===== src/rtl/seg7_pkg.sv =====
// ============================================================================
//  Module   : seg7_pkg
//  Purpose  : Shared types and the hex-to-7-segment table (a..g, a is the MSB)
//  Revision : 1.0
// ============================================================================
`default_nettype none

package seg7_pkg;

  typedef logic [0:6] seg_t;

  localparam seg_t SEG_OFF = 7'b0000000;

  localparam seg_t SEG_TABLE [16] = '{
    7'b1111110,  // 0
    7'b0110000,  // 1
    7'b1101101,  // 2
    7'b1111001,  // 3
    7'b0110011,  // 4
    7'b1011011,  // 5
    7'b1011111,  // 6
    7'b1110000,  // 7
    7'b1111111,  // 8
    7'b1111011,  // 9
    7'b1110111,  // A
    7'b0011111,  // b
    7'b1001110,  // C
    7'b0111101,  // d
    7'b1001111,  // E
    7'b1000111   // F
  };

endpackage

`default_nettype wire


===== src/rtl/hex7seg_lut.sv =====
// ============================================================================
//  Module   : hex7seg_lut
//  Purpose  : Combinational hex nibble to active-high a..g segment pattern
//  Revision : 1.0
// ============================================================================
`default_nettype none

module hex7seg_lut
  import seg7_pkg::*;
(
  input  logic [3:0] hex,
  output logic [0:6] seg
);

  assign seg = SEG_TABLE[hex];

endmodule

`default_nettype wire


===== src/rtl/seven_seg_scan.sv =====
// ============================================================================
//  Module   : seven_seg_scan
//  Purpose  : Time-multiplexed N-digit common-anode 7-segment driver with
//             shadow registers and an anode guard interval.
//             Define SEG7_LZ_BLANK_EN to enable leading-zero suppression.
//  Revision : 1.0
// ============================================================================
`default_nettype none

module seven_seg_scan
  import seg7_pkg::*;
#(
  parameter int NUM_DIGITS = 4,
  parameter int DIV        = 50000,
  parameter int GUARD      = 2
)
(
  input  logic                      clk,
  input  logic                      rst_n,
  input  logic [4*NUM_DIGITS-1:0]   value,
  input  logic                      load,
  input  logic [NUM_DIGITS-1:0]     dp_in,
  input  logic [NUM_DIGITS-1:0]     blank,
  output logic [0:6]                seg,
  output logic                      dp,
  output logic [NUM_DIGITS-1:0]     an_n,
  output logic                      frame_done
);

  localparam int c_cnt_w = (DIV > 1) ? $clog2(DIV) : 1;
  localparam int c_idx_w = (NUM_DIGITS > 1) ? $clog2(NUM_DIGITS) : 1;
  localparam logic [c_cnt_w-1:0] c_cnt_max = c_cnt_w'(DIV - 1);
  localparam logic [c_idx_w-1:0] c_idx_max = c_idx_w'(NUM_DIGITS - 1);

  logic [c_cnt_w-1:0]        r_cnt;
  logic [c_idx_w-1:0]        r_idx;
  logic [4*NUM_DIGITS-1:0]   r_sh_value;
  logic [NUM_DIGITS-1:0]     r_sh_dp;
  logic [NUM_DIGITS-1:0]     r_sh_blank;

  logic                      w_tick;
  logic                      w_wrap;
  logic                      w_guard;
  logic [NUM_DIGITS-1:0]     w_blank_mask;
  logic [NUM_DIGITS-1:0]     w_onehot;
  logic [3:0]                w_nibble;
  logic                      w_blank_cur;
  logic                      w_dp_cur;
  logic [0:6]                w_lut_seg;

  assign w_tick = (r_cnt == c_cnt_max);
  assign w_wrap = w_tick && (r_idx == c_idx_max);

  // Prescaler and digit index
  always_ff @(posedge clk or negedge rst_n) begin
    if (!rst_n) begin
      r_cnt      <= '0;
      r_idx      <= '0;
      frame_done <= 1'b0;
    end else begin
      r_cnt      <= w_tick ? '0 : r_cnt + c_cnt_w'(1);
      frame_done <= w_wrap;
      if (w_tick) begin
        r_idx <= (r_idx == c_idx_max) ? '0 : r_idx + c_idx_w'(1);
      end
    end
  end

  // Shadow registers; the output stage sees new data from the following edge
  always_ff @(posedge clk or negedge rst_n) begin
    if (!rst_n) begin
      r_sh_value <= '0;
      r_sh_dp    <= '0;
      r_sh_blank <= '0;
    end else if (load) begin
      r_sh_value <= value;
      r_sh_dp    <= dp_in;
      r_sh_blank <= blank;
    end
  end

  generate
    if (GUARD > 0) begin : g_guard
      localparam logic [c_cnt_w-1:0] c_guard = c_cnt_w'(GUARD);
      assign w_guard = (r_cnt < c_guard);
    end else begin : g_no_guard
      assign w_guard = 1'b0;
    end
  endgenerate

`ifdef SEG7_LZ_BLANK_EN
  logic [NUM_DIGITS-1:0] w_lz;
  logic                  w_zero_above;

  // Walk down from the top nibble; digit 0 is never suppressed
  always_comb begin
    w_lz         = '0;
    w_zero_above = 1'b1;
    for (int k = NUM_DIGITS - 1; k >= 1; k--) begin
      w_zero_above = w_zero_above & (r_sh_value[k*4 +: 4] == 4'h0);
      w_lz[k]      = w_zero_above;
    end
  end

  assign w_blank_mask = r_sh_blank | w_lz;
`else
  assign w_blank_mask = r_sh_blank;
`endif

  // Select the current digit's nibble, dp and blank bits
  always_comb begin
    w_nibble    = 4'h0;
    w_blank_cur = 1'b0;
    w_dp_cur    = 1'b0;
    w_onehot    = '0;
    for (int k = 0; k < NUM_DIGITS; k++) begin
      if (r_idx == c_idx_w'(k)) begin
        w_nibble    = r_sh_value[k*4 +: 4];
        w_blank_cur = w_blank_mask[k];
        w_dp_cur    = r_sh_dp[k];
        w_onehot[k] = 1'b1;
      end
    end
  end

  hex7seg_lut u_lut (
    .hex (w_nibble),
    .seg (w_lut_seg)
  );

  always_ff @(posedge clk or negedge rst_n) begin
    if (!rst_n) begin
      seg  <= SEG_OFF;
      dp   <= 1'b0;
      an_n <= '1;
    end else begin
      seg  <= w_blank_cur ? SEG_OFF : w_lut_seg;
      dp   <= w_dp_cur & ~w_blank_cur;
      an_n <= (w_guard | w_blank_cur) ? '1 : ~w_onehot;
    end
  end

endmodule

`default_nettype wire


===== config.mk =====
export PLATFORM = sky130hd
export DESIGN_NAME = seven_seg_scan
export DESIGN_NICKNAME = d
export VERILOG_FILES = /design/src/rtl/seg7_pkg.sv /design/src/rtl/hex7seg_lut.sv /design/src/rtl/seven_seg_scan.sv
export SDC_FILE = /design/constraint.sdc
export NUM_CORES = 1
export LEC_CHECK = 0
export CELL_PAD_IN_SITES_DETAIL_PLACEMENT = 1
export CELL_PAD_IN_SITES_GLOBAL_PLACEMENT = 2
export CORE_MARGIN = 2
export CORE_UTILIZATION = 38
export DETAILED_ROUTE_END_ITERATION = 8
export GPL_TIMING_DRIVEN = 0
export PLACE_DENSITY_LB_ADDON = 0.1
export SYNTH_ARGS = -nofsm -noshare
export SYNTH_HDL_FRONTEND = slang
export SYNTH_SLANG_ARGS = --single-unit

===== constraint.sdc =====
create_clock -name clk -period 5.8 [get_ports clk]
set_input_delay 1.16 -clock clk [delete_from_list [all_inputs] [get_ports clk]]
set_output_delay 1.16 -clock clk [all_outputs]
set_load 0.02 [all_outputs]

* After elaboration in Yosys (flattened, before gate mapping)
Memories as Yosys holds them, arrays and structs flattened. Index checks and enable logic that the tools add are counted.
Word-level totals: memories 1, memory bits (read-only) 112, input port bits 27, word-level logic and storage cells 47, output and inout bits 13, register bits after elaboration 55
Memory list:
- (no name shown) | words 16, width 7, read ports 1, clocked after memory_dff 0, write ports 0, RTL line hex7seg_lut.sv:15 | assign seg = SEG_TABLE[hex];
Operators by class: bitwise gates (word level) 5, order comparisons 2, reductions and logical operators 2, add/subtract/negate cells 2, equal/unequal tests 4, muxes and demuxes 22
Operators with widths (number):
- 7-bit two-way mux | 3
- 4-bit two-way mux | 5
- 16-bit by 1-bit adder with 16-bit output (second input constant) | 1
- 16-bit == test (second input constant) | 1
- 16-bit by 2-bit less-than comparator with 1-bit output (second input constant) | 1
- 16-bit two-way mux | 1
- 1-bit two-way mux | 12
- 5-bit greater-or-equal comparator (second input constant) | 1
- 4-bit inverter with 5-bit output | 1
- 2-bit == test (second input constant) | 2
- 4-bit inverter | 1
- 2-bit by 1-bit adder with 2-bit output (second input constant) | 1
- 2-bit by 1-bit == test with 1-bit output (second input constant) | 1
- 2-bit zero test | 1
- 2-bit two-way mux | 1
- 1-bit AND | 1
- 1-bit logical AND | 1
- 1-bit inverter | 1
- 1-bit bitwise OR | 1

* Logic depth before layout (Yosys ltp)
depth after elaboration 10, gate-level depth with buffers 11, gate-level depth less buffers 10

* Hierarchy
From an unflattened synthesis, not the netlist that was laid out.
Unflattened totals: cell total of the unflattened synthesis 237, area, all modules 2706.3 sq um
By module, submodules not included:
- seven_seg_scan | cells an instance 204, times used 1, area an instance 2416.1 sq um, sequential area each 1381.3 sq um
- hex7seg_lut | cells an instance 33, times used 1, area an instance 290.3 sq um, sequential area each 0.0 sq um

* Worst setup path before layout
OpenSTA, ideal clock, no wires.
kind register -> register, start register r_idx[0], end register seg[5] in the netlist's numbering, setup slack 3.464 ns, stages on the path, launching flop included 10, buffers on the path 1, period minus slack after synthesis 2.336 ns, data required time 5.722 ns, library setup time 0.078 ns, data arrival time 2.258 ns, cell sequence dfrtp_1 inv_1 ha_1 clkbuf_1 or2_2 o221ai_1 inv_1 ha_1 mux2_2 a21oi_1
On the way: longest elaborated chain between the ends 10, elaborated cells on any way between the ends 17, classes of those cells eq/ne (3); mux (11); bitwise (1); reduce/logical (1); memory (1)
Ends and longest elaborated chain:
- start: declaration | RTL line seven_seg_scan.sv:36 | logic [c_idx_w-1:0] r_idx;
- start signal: assignment | RTL line seven_seg_scan.sv:64 | r_idx <= (r_idx == c_idx_max) ? '0 : r_idx + c_idx_w'(1);
- 2-bit zero test | RTL line seven_seg_scan.sv:117 | if (r_idx == c_idx_w'(k)) begin
- 4-bit two-way mux (4 in series) | RTL line seven_seg_scan.sv:117
- 4-bit inverter with 5-bit output (not written as such) | RTL line hex7seg_lut.sv:15
- memory read 16 x 7 bit
- 7-bit two-way mux (not written as such) (2 in series) | RTL line hex7seg_lut.sv:15
- 7-bit two-way mux (*) | RTL line seven_seg_scan.sv:137 | seg <= w_blank_cur ? SEG_OFF : w_lut_seg;
- end signal: assignment | RTL line seven_seg_scan.sv:137
- end: declaration | RTL line seven_seg_scan.sv:24 | output logic [0:6] seg,
Mark *: on every way between the ends. The rest lies on a longest branch, timed or not. The select of a mux whose other input is x is not followed. A chain may end at the register's enable or synchronous reset.

* Final worst setup path
Same ends and word-level chain as after synthesis.

==> reports/qor.csv <==
stage;metric;value;unit
sta;final worst path period need;2.78;ns
sta;slack of the critical path;3.02;ns
global_route;vias in the first global route;1872;
power_and_ir_drop;portion of total power attributed to combinational logic;0.156;
clock_tree;Post-CTS Repair Setup Buffers;0;
sta;number of hold-slack violations in the final timing report;0;
route;average wire per cell in the routed design;15.9;um
synthesis;multiplexer share of the synthesized area;0.119;
setup_path;longest individual stage delay on the worst path;0.50;ns
power_and_ir_drop;maximum VDD drop;0.000104;V
sta;FMAX;360;MHz
sta;transition time at the pin with the least slew margin;0.929;ns
synthesis;predominant post-synthesis flop cell;sky130_fd_sc_hd__dfrtp_1;
route;vias;1817;
synthesis;number of enable-type register cells in the synthesized netlist;0;
clock_tree;TritonCTS clock tree;done;
worst_hold_path;min-delay worst type;reg2reg;
global_route;global-route wire length before repair;9520;um
setup_path;largest delay contributor family on the critical path;compound AO/OA/AOI/OAI gates;
power_and_ir_drop;part of the power in the clock network;0.312;
clock_tree;PostCTS Resize Cnt;0;
cells_and_area;post-layout instance count excluding filler cells;352;
global_route;GRT Overall Usage;0.164;
sta;Max-slew headroom;0.376;
clock_tree;maximum buffer depth of the clock tree;2;
cells_and_area;relative area change from synthesis to final layout;22.8;%
route;first drt pass iteration count;4;
placed_design;final weighted congestion in routability-driven placement;0.772;
cells_and_area;most frequent standard cell in the layout excluding fill and tap cells;sky130_fd_sc_hd__dfrtp_1;
clock_tree;H-tree Lvls;2;
setup_path;required time of the critical path;6.04;ns
setup_path;Arr. time, crit path;3.01;ns
clock_tree;clock slew at reported path FFs;0.09;ns
setup_path;critical path class;reg2reg;
global_route;initial antenna violation count;0;
die;placeable core area;6720;um2
synthesis;library cells used by synthesis;49;
setup_path;Crit path buffers/inverters;3;
clock_tree;number of sinks handled by clock tree synthesis;55;
setup_path;sequence of cells on the critical path;inv_1 -> ha_1 -> clkbuf_1 -> or2_2 -> o221ai_1 -> inv_1 -> ha_1 -> mux2_2 -> a21oi_1;
synthesis;parity-gate share of the synthesized area counting xor and xnor cells;0.0435;
cells_and_area;number of inserted filler cells in the final layout;710;
synthesis;Synth Net Count;264;
route;Antenna Violating Nets Remaining;0;
cells_and_area;NumNets Final;310;
synthesis;simple-gate share of the synthesized area;0.144;
status;result of the run;finished, final reports clean;
route;Avg Vias per Cell;5.16;
clock_tree;latest clock arrival within the worst-skew pair;0.31;ns
sta;skew final;0.00363;ns
route;starting DRC count in detailed routing;81;
setup_path;startpoint type of the worst setup path;flop;
synthesis;number of storage elements in the synthesis netlist;55;
sta;RSZ-0062 raised after global routing;no;
placed_design;number of buffers added on ports;38;
placed_design;post-placement cell count;345;
global_route;GR Overflow Total;0;
route;post-detailed-route DRC marker count;0;
die;DIE HEIGHT;87.0;um
setup_path;largest fanout on the critical path;9;
die;chip width;87.0;um
setup_path;critical path capture point type;flop;
cells_and_area;Sequential cell area;1380;um2
synthesis;share of the yosys chip area belonging to registers;0.527;
setup_path;worst setup slack for register-to-register paths;3.02;ns
synthesis;Synth async-reset ratio;1.00;
route;final WL;5600;um
synthesis;dominant combinational cell family by area after synthesis;simple AND/OR/NAND/NOR gates;
power_and_ir_drop;sequential share of power;0.532;
synthesis;Mapped Area;2620;um2
setup_path;crit path max-delay cell type;sky130_fd_sc_hd__o221ai_1;
cells_and_area;antenna diode instance count;0;
synthesis;Post-Synthesis Mean Instance Area;11.6;um2
power_and_ir_drop;Internal Dissipation;601;uW
clock_tree;CTS root buffer;sky130_fd_sc_hd__clkbuf_8;
cells_and_area;Finished Core Util;0.479;
sta;Setup violations, final;0;
global_route;maximum number of pins on one net before global-route repair;39;
sta;period utilization;0.479;
power_and_ir_drop;Net Sw Power;186;uW
cells_and_area;combined area of the multi-input logic cells;1180;um2
power_and_ir_drop;static leakage;0.00137;uW
cells_and_area;top library cells by usage in the layout, fill and taps aside;sky130_fd_sc_hd__dfrtp_1 (51), sky130_fd_sc_hd__clkdlybuf4s50_1 (37), sky130_fd_sc_hd__mux2_2 (26), sky130_fd_sc_hd__nand2_1 (18), sky130_fd_sc_hd__nor2_1 (13);
cells_and_area;ratio of cells with drive above 1 in the final layout;0.188;
synthesis;Warnings, synthesis;0;
power_and_ir_drop;switching part of the total power;0.237;
die;Die Footprint;7570;um2
power_and_ir_drop;total chip power;788;uW
die;I/O pin count;40;
placed_design;half-perimeter wire length of the detailed placement result;4260;um
die;row count;30;
run;Max Cap Viol;0;
sta;max-slew violations;0;
placed_design;Post-Place Worst Slack;3.02;ns
clock_tree;CTS Buf Count;5;
die;Initial Util;0.390;
synthesis;Compound-Gate Fraction of Synth Area;0.0898;
synthesis;share of synthesized cell area in full adder, half adder and majority cells;0.0526;
clock_tree;number of buffers added to fix hold violations after cts;0;
sta;sum of negative setup slack;0;ns
synthesis;cell count after synthesis;226;
power_and_ir_drop;Power per Cell Area;245;nW/um2
[stage by stage]
step / hold WS (ns) / area [um2]
after floorplan: 0.455 / 2620
after global placement: 0.482 / 3100
after detailed placement: 0.485 / 3110
after CTS: 0.500 / 3220
after global routing: 0.529 / 3220
final: 0.502 / 3220
[final timing paths]
check | start | to | depth (start not counted)
max in group asynchronous | rst_n | r_sh_blank[3] | 2
worst max-delay path | r_idx[0] | seg[5] | 9
worst min register to register | r_cnt[0] | r_cnt[0] | 1
worst max register to register | r_idx[0] | seg[5] | 9
min in group asynchronous | rst_n | r_cnt[7] | 1
worst min-delay path | r_cnt[0] | r_cnt[0] | 1
[synthesized netlist by cell type, drive strengths merged, types with 3 or more instances]
| cell | count | share of area |
|---|---|---|
| nand2b | 5 | 0.012 |
| mux2 | 26 | 0.11 |
| dfrtp | 51 | 0.49 |
| clkbuf | 4 | 0.0062 |
| nor2 | 13 | 0.019 |
| inv | 8 | 0.011 |
| xnor2 | 6 | 0.020 |
| o21ai | 8 | 0.017 |
| nand2 | 19 | 0.028 |
| nand3 | 10 | 0.019 |
| nor4 | 5 | 0.017 |
| dfstp | 4 | 0.040 |
| nor2b | 3 | 0.0072 |
| xor2 | 7 | 0.023 |
| a21oi | 6 | 0.011 |
| ha | 11 | 0.053 |
| buf | 3 | 0.0053 |
[registers in the layout, indices dropped and copies added, names as in the netlist]
register,cells
r_sh_dp,4
dp,1
r_sh_blank,4
frame_done,1
r_idx,2
r_sh_value,16
seg,7
r_cnt,16
an_n,4
[metal layers]
layer / share of wire / GRT usage / wire length (um)
met2: 0.46 / 0.252 / 2590
met3: 0.026 / 0.0332 / 146
met4: 0.014 / 0.0469 / 78
met5: 0 / 0 / 0
met1: 0.50 / 0.235 / 2790
[area by class of cell]
type	count	share of cell area
flip-flops and latches	55	0.429
multi-input cells	156	0.366
repair buffers	39	0.123
well taps	80	0.0311
clock buffers	6	0.0226
clock inverters	1	0.00933
plain buffers	7	0.00933
inverters	8	0.00933
[cells by family after synthesis]
group,after synthesis
compound gates,33
mux,28
buf+inv,15
simple gates,71
flops,55
xor+xnor,13
fa+ha+maj,11
[power groups by stage]
| stage | Sequential, uW | Combinational, uW | Clock, uW |
|---|---|---|---|
| 3_5_place_dp | 428 | 126 | 0 |
| 5_1_grt | 423 | 135 | 268 |
| 6_report | 419 | 123 | 246 |
| 3_3_place_gp | 427 | 122 | 0 |
| 4_1_cts | 420 | 126 | 256 |
| 2_1_floorplan | 437 | 55.7 | 0 |
Power figures use the tool's default switching activity.
